`config.mk`:
```
export PLATFORM = sky130hd
export DESIGN_NAME = sp_ram_arbiter
export DESIGN_NICKNAME = d
export VERILOG_FILES = /design/src/rtl/sp_ram_arbiter.sv
export SDC_FILE = /design/constraint.sdc
export NUM_CORES = 1
export LEC_CHECK = 0
export CORE_ASPECT_RATIO = 0.8
export CORE_MARGIN = 8
export CORE_UTILIZATION = 20
export DETAILED_ROUTE_END_ITERATION = 7
export HOLD_SLACK_MARGIN = 0.15
export PLACE_DENSITY = 0.86
export SYNTH_ARGS = -nofsm -noshare
export SYNTH_HDL_FRONTEND = slang
export SYNTH_SLANG_ARGS = --single-unit
```
`constraint.sdc`:
```
create_clock -name clk -period 1.5 [get_ports clk]
set_input_delay 0.225 -clock clk [delete_from_list [all_inputs] [get_ports clk]]
set_output_delay 0.225 -clock clk [all_outputs]
set_load 0.03 [all_outputs]
```
`src/rtl/sp_ram_arbiter.sv`:
```
// Two-port (instruction/data) arbiter in front of a single-port RAM with one-cycle read latency.
// Optional instruction starvation guard: define SP_RAM_ARB_STARVE_GUARD_EN.
module sp_ram_arbiter #(
  parameter int ADDR_WIDTH = 16,
  parameter int DATA_WIDTH = 32,
  parameter int STALL_MAX  = 4
) (
  input  logic                    clk,
  input  logic                    rstn_i,
  input  logic                    instr_req_i,
  input  logic [ADDR_WIDTH-1:0]   instr_addr_i,
  output logic                    instr_gnt_o,
  output logic                    instr_rvalid_o,
  output logic [DATA_WIDTH-1:0]   instr_rdata_o,
  input  logic                    data_req_i,
  input  logic                    data_we_i,
  input  logic [DATA_WIDTH/8-1:0] data_be_i,
  input  logic [ADDR_WIDTH-1:0]   data_addr_i,
  input  logic [DATA_WIDTH-1:0]   data_wdata_i,
  output logic                    data_gnt_o,
  output logic                    data_rvalid_o,
  output logic [DATA_WIDTH-1:0]   data_rdata_o,
  output logic                    ram_en_o,
  output logic [ADDR_WIDTH-1:0]   ram_addr_o,
  output logic                    ram_we_o,
  output logic [DATA_WIDTH/8-1:0] ram_be_o,
  output logic [DATA_WIDTH-1:0]   ram_wdata_o,
  input  logic [DATA_WIDTH-1:0]   ram_rdata_i
);

  typedef enum logic [1:0] {
    OWN_NONE  = 2'd0,
    OWN_INSTR = 2'd1,
    OWN_DATA  = 2'd2
  } owner_e;

  owner_e owner;
  logic   force_instr;

`ifdef SP_RAM_ARB_STARVE_GUARD_EN
  localparam int CNT_W = $clog2(STALL_MAX + 1);

  logic [CNT_W-1:0] stall_cnt;

  assign force_instr = (stall_cnt == CNT_W'(STALL_MAX));

  // Counts consecutive denied instruction cycles; saturates so instr keeps priority until granted.
  always_ff @(posedge clk) begin
    if (!rstn_i) begin
      stall_cnt <= '0;
    end else if (!instr_req_i || instr_gnt_o) begin
      stall_cnt <= '0;
    end else if (!force_instr) begin
      stall_cnt <= stall_cnt + 1'b1;
    end
  end
`else
  // No guard: data always wins a conflict (STALL_MAX only matters with the guard).
  assign force_instr = (STALL_MAX < 0);
`endif

  always_comb begin
    instr_gnt_o = 1'b0;
    data_gnt_o  = 1'b0;
    if (rstn_i) begin
      if (instr_req_i && (!data_req_i || force_instr)) begin
        instr_gnt_o = 1'b1;
      end else if (data_req_i) begin
        data_gnt_o = 1'b1;
      end
    end
  end

  always_comb begin
    ram_en_o    = instr_gnt_o | data_gnt_o;
    ram_addr_o  = instr_addr_i;
    ram_we_o    = 1'b0;
    ram_be_o    = '1;
    ram_wdata_o = '0;
    if (data_gnt_o) begin
      ram_addr_o  = data_addr_i;
      ram_we_o    = data_we_i;
      ram_be_o    = data_be_i;
      ram_wdata_o = data_wdata_i;
    end
  end

  // Owner records who used the RAM this cycle so the response can be steered next cycle.
  always_ff @(posedge clk) begin
    if (!rstn_i) begin
      owner <= OWN_NONE;
    end else if (data_gnt_o) begin
      owner <= OWN_DATA;
    end else if (instr_gnt_o) begin
      owner <= OWN_INSTR;
    end else begin
      owner <= OWN_NONE;
    end
  end

  assign instr_rvalid_o = rstn_i && (owner == OWN_INSTR);
  assign data_rvalid_o  = rstn_i && (owner == OWN_DATA);
  assign instr_rdata_o  = ram_rdata_i;
  assign data_rdata_o   = ram_rdata_i;

endmodule

```
# Yosys cells after proc, flatten, opt, wreduce, memory -nomap -nowiden
# Cells that the tools add are included.
# totals
regBits	2
input_bits	105
out_inout_bits	122
word_cells	22
# classes
eq_ne	2
n_mux	11
bitwise	2
n_reduce_logical	5
# op_table
operator	n
32-bit 2-to-1 mux	1
16-bit 2-to-1 mux	1
1-bit 2-to-1 mux	7
4-bit 2-to-1 mux	1
1-bit logical AND	3
2-bit by 1-bit equality test with 1-bit output, second input constant	1
2-bit equality test, second input constant	1
2-bit 2-to-1 mux	1
2-bit OR reduction	1
1-bit logical NOT	1
1-bit inverter	1
1-bit bitwise OR	1

# Logic depth before layout (Yosys ltp)
# depth
word_depth	6
depth_mapped	4
ltp_nobuf	3

# Least setup slack after synthesis
# OpenSTA, ideal clock, no wires.
# synth_timing
kind	input port to output port
from	in rstn_i
to	out ram_be_o[0]
arrival_time_ns	0.949
required_ns	1.275
setup_slack_ns	0.326
cell_stages	4
n_path_buf	1
path_cell_list	buf_6 nand2_8 inv_1 nand2b_1
# synth_between
elab_chain_len	2
# synth_lines
item	line_no	rtl
start, declared	9	input logic rstn_i,
1-bit 2-to-1 mux	65	if (rstn_i) begin
named net data_gnt_o	20	output logic data_gnt_o,
4-bit 2-to-1 mux	80	if (data_gnt_o) begin
end, declared	26	output logic [DATA_WIDTH/8-1:0] ram_be_o,
# The timed path passes the listed nets, and every way through them passes these cells.

# Final worst setup path
# layout_timing
from	in data_addr_i[10]
to	out ram_addr_o[10]
# layout_between
elab_chain_len	1
# layout_lines
item	line_no	rtl
start, declared	18	input logic [ADDR_WIDTH-1:0] data_addr_i,
16-bit 2-to-1 mux	80	
end, declared	24	output logic [ADDR_WIDTH-1:0] ram_addr_o,
# Every way passes these cells.

==> impl_metrics.env <==
export IMPL_status="finished clean"
export IMPL_syn_inst=138
export IMPL_regMostFlops="owner"
export IMPL_critPathTopFamily="buffers and inverters"
export IMPL_synth_seq_cells=2
export IMPL_p_leak_nw=0.990
export IMPL_period_needed_ns=1.44
export IMPL_hold_path_class="input pin to primary output"
export IMPL_io_pins=227
export IMPL_critPathBufInv=2
export IMPL_yosys_warnings=0
export IMPL_ys_seq_area_frac=0.0365
export IMPL_end_kind="primary output"
export IMPL_vias=1103
export IMPL_arrival_ns=1.22
export IMPL_synthFlopType="dfxtp_1"
export IMPL_slowest_delay_ns=0.43
export IMPL_fp_dieW_um=98.8
export IMPL_track_usage=0.0961
export IMPL_rsz0062_at_grt="no"
export IMPL_die_area_mm2=0.00813
export IMPL_power_density_mw_per_mm2=463
export IMPL_synth_area_mm2=0.00110
export IMPL_synth_edff_count=0
export IMPL_cp_required_ns=1.27
export IMPL_core_mm2=0.00538
export IMPL_ir_worst_vdd_mv=0.203
export IMPL_synth_top_area_frac=0.438
export IMPL_htreeDepth=1
export IMPL_wl_per_cell_um=16.1
export IMPL_clock_sinks=2
export IMPL_worstMarginPinSlew_ns=0.268
export IMPL_finalPower_mw=0.882
export IMPL_cts_hold_buffers=0
export IMPL_insertedDiodeCount=0
export IMPL_grt_pass1_vias=1364
export IMPL_postLayoutSetupSlackWorst_ns=0.0597
export IMPL_critical_path_startpoint_type="input pin"
export IMPL_drtIter0Drc=18
export IMPL_path_class="input pin to primary output"
export IMPL_grt_overflow_total=0
export IMPL_drive_gt1_frac=0.419
export IMPL_largest_reg_flops=2
export IMPL_dp_slack_ns=-0.622
export IMPL_rows=24
export IMPL_synth_common_cells="buf_4, and3_1, mux2_4, mux2_2, clkbuf_1"
export IMPL_cap_violations=0
export IMPL_synthDistinctLibCells=16
export IMPL_portBuffers=130
export IMPL_antenna_found_initial=0
export IMPL_synth_largest_area_cell="buf_4"
export IMPL_syn_nets=243
export IMPL_cts_max_path_buffers=2
export IMPL_slew_headroom=0.821
export IMPL_drtAntennaViolNets=0
export IMPL_drc=0
export IMPL_slowest_stage="clkdlybuf4s50_1"
export IMPL_root_buffer="clkbuf_8"
export IMPL_grt_max_degree=38
export IMPL_nets=310
export IMPL_area_growth_pct=73.7
export IMPL_worstPathMaxFanout=1
export IMPL_async_flop_share=0
export IMPL_vias_per_cell=4.12
export IMPL_start_util=0.204
export IMPL_cts_tree="yes"
export IMPL_gp_congestion=0.725
export IMPL_max_clock_freq_ghz=0.694
export IMPL_setup_viol=0
export IMPL_hold_violations=0
export IMPL_top_regs="owner x2"
export IMPL_crit_chain="clkdlybuf4s50_1 -> mux2_4 -> clkdlybuf4s15_2"
export IMPL_numCtsBuffers=3
export IMPL_die_h_um=82.3
export IMPL_drv_slew=0
export IMPL_synthTopCellsByArea="buf_4, and3_1, mux2_4"
export IMPL_post_synth_top_count_cell="buf_4"
export IMPL_fin_crit_sh=0.960
export IMPL_first_pass_iters=3
export IMPL_drt_total_wl_mm=4.31
export IMPL_syn_avg_cell_area_um2=7.95
export IMPL_grt_pass1_wl_mm=6.44
[cell type report]
| class | instances | area [µm²] |
|---|---|---|
| multi-input cells | 61 | 500 |
| well taps | 65 | 81.3 |
| clock buffers | 3 | 41.3 |
| repair buffers | 135 | 1230 |
| fillers | 547 | 3470 |
| flip-flops and latches | 2 | 40.0 |
| inverters | 2 | 7.51 |
[worst paths after layout]
path / cells past startpoint / slack [ns] / end / from
setup / recovery: 3 / 0.06 / ram_addr_o[10] / data_addr_i[10]
hold / removal: 0 / 0.45 / instr_rdata_o[17] / ram_rdata_i[17]
[through the flow]
stage | TNS, ns | util | area (µm²) | std cells | hold WS (ns)
6_report | 0 | 0.355 | 1910 | 268 | 0.450
5_1_grt | 0 | 0.355 | 1910 | 268 | 0.450
4_1_cts | 0 | 0.351 | 1890 | 267 | 0.450
3_5_place_dp | -19.21 | 0.341 | 1830 | 264 | 0.450
3_3_place_gp | -19.20 | 0.341 | 1830 | 264 | 0.450
2_1_floorplan | 0 | - | 1100 | 138 | 0.363
[kinds of logic (layout without fill, tap and decap cells)]
group,count (synthesis),after routing,share of synthesized area
AO/OA/AOI/OAI,1,1,0.00684
buffers and inverters,75,140,0.507
flip-flops,2,2,0.0365
multiplexers,16,16,0.195
AND/OR/NAND/NOR,44,44,0.254
[routing by layer]
layer,share of wire,up-vias,wire [µm],global-route usage
met5,0,-,0,0
met2,0.46,113,2000,0.158
met3,0.16,21,682,0.0678
met1,0.34,448,1460,0.0922
met4,0.038,0,163,0.0443
li1,-,521,-,-
[cells in the final DEF (no fill, tap or decap)]
| cell | instances |
|---|---|
| mux2_4 | 9 |
| buf_4 | 54 |
| clkdlybuf4s15_2 | 7 |
| and3_1 | 33 |
| mux2_2 | 7 |
| clkbuf_8 | 3 |
| and3b_1 | 1 |
| inv_1 | 2 |
| buf_8 | 1 |
| clkdlybuf4s50_1 | 70 |
| buf_2 | 2 |
| nand2_8 | 1 |
| nor2_1 | 3 |
| nand2b_1 | 4 |
| o21a_1 | 1 |
| clkbuf_16 | 1 |
| nand2_1 | 2 |
| dfxtp_1 | 2 |
[what timing repair did]
item	4_1_cts	5_1_grt
pin swaps	1	1
buffers inserted	0	0
gates resized for setup	30	1
gates cloned	0	1
setup endpoints to repair	58	5
[report_power, final]
group / total (mW) / internal (mW) / switching, mW
combinational: 0.619 / 0.337 / 0.282
sequential: 0.0572 / 0.0562 / 0.000940
clock: 0.206 / 0.169 / 0.0370
(Power assumes the default switching activity.)
==> variant (same settings) <==
Encoding of `owner_e`: now one-hot (3 bits for 3 values).
--- a/src/rtl/sp_ram_arbiter.sv
+++ b/src/rtl/sp_ram_arbiter.sv
@@ -29,8 +29,8 @@
 );
 
-  typedef enum logic [1:0] {
-    OWN_NONE  = 2'd0,
-    OWN_INSTR = 2'd1,
-    OWN_DATA  = 2'd2
+  typedef enum logic [2:0] {
+    OWN_NONE  = 3'b001,
+    OWN_INSTR = 3'b010,
+    OWN_DATA  = 3'b100
   } owner_e;
 
Behaviour: same outputs for any inputs over 10 cycles, from zero or initial values and one cycle with rstn_i low; not proved beyond that.
==> variant against the unedited design <==
Synthesized area is 0.11% higher; cell area increased by 1.9%; power up 6.1%; clock power is 13% higher; sequential cell count increased by 1; routed wire length is 6.3% higher; worst setup slack worse by 0.028 ns; via count is 0.91% higher.
==> variant: results (changes against the unedited design) <==
* Global-route wire length before repair at 7.01 mm (+8.9%)
* WP data arrival at 1.24 ns (+0.02 ns)
* Vias/cell at 4.12 (+0.16%)
* Final nets at 311 (+0.32%)
* Drt total wl at 4.58 mm (+6.3%)
* Syn nets at 244 (+0.41%)
* Mapped Cells at 139 (+0.72%)
* Hold Crit Class: input pin to flip-flop
* Max-slew headroom at 79.6% (-2.5 points)
* Routability congestion estimate at 0.770 (+6.2%)
* Top flop regs: owner x3
* Final total power at 0.936 mW (+6.1%)
* GRT Util Overall at 10.7% (+1.1 points)
* Sw frac at 35.9% (-0.34 points)
* Leak at 1.00 nW (+1.1%)
* Proportion of synthesized area in mux cells at 19.5% (-0.022 points)
* Peak VDD IR at 171 uV (-16%)
* Worst slack, placed at -0.589 ns (+0.0329 ns)
* Post-layout min period at 1.47 ns (+0.0276 ns)
* Status: complete, no violations
* Share of layout cells above drive strength 1 at 40.0% (-1.9 points)
* Synth Area in Compound Gates at 0.456% (-0.23 points)
* Placed cells at 265 (+0.38%)
* Register area share after synthesis at 5.47% (+1.8 points)
* Critical Path Max Stage Delay at 0.40 ns (-0.03 ns)
* Clk network pwr share at 24.9% (+1.5 points)
* # fillers at 540 (-1.3%)
* Largest net degree at the start of global routing at 38 (unchanged)
* Synth unique cells at 15 (-1)
* Vias in the first global route at 1306 (-4.3%)
* Post-cts resize count at 27 (-10%)
* Pwr/cell area at 482 nW/um2 (+4.1%)
* Gate power share at 65.8% (-4.3 points)
* Ranking of synthesized cells by area: buf_4 44%, and3_1 19%, mux2_4 12%
[variant: layout make-up]
cell class	count	share of cell area [%]
repair buffers	134	63.8
multi-input cells	61	26.0
well taps	65	4.19
flip-flops and latches	3	3.09
clock buffers	4	2.32
inverters	3	0.580
[variant: cell families (layout without fill, tap and decap cells)]
| group | count (synthesis) | count (layout) |
|---|---|---|
| AO/OA/AOI/OAI | 1 | 1 |
| AND/OR/NAND/NOR | 43 | 44 |
| buffers and inverters | 76 | 141 |
| flip-flops | 3 | 3 |
| multiplexers | 16 | 16 |
[variant: path summary, 6_finish.rpt]
check                 startpoint       endpoint  slack [ns]  cells past startpoint
setup / recovery  data_addr_i[4]  ram_addr_o[4]        0.03                      3
hold / removal            rstn_i       owner[2]        0.40                      3
[variant: routing by layer]
layer / part of all wire (%) / vias to the layer above / track usage [%]
li1: - / 528 / -
met1: 36 / 488 / 10.5
met2: 51 / 91 / 19.0
met3: 12 / 6 / 5.95
met4: 0.92 / 0 / 3.66
met5: 0 / - / 0
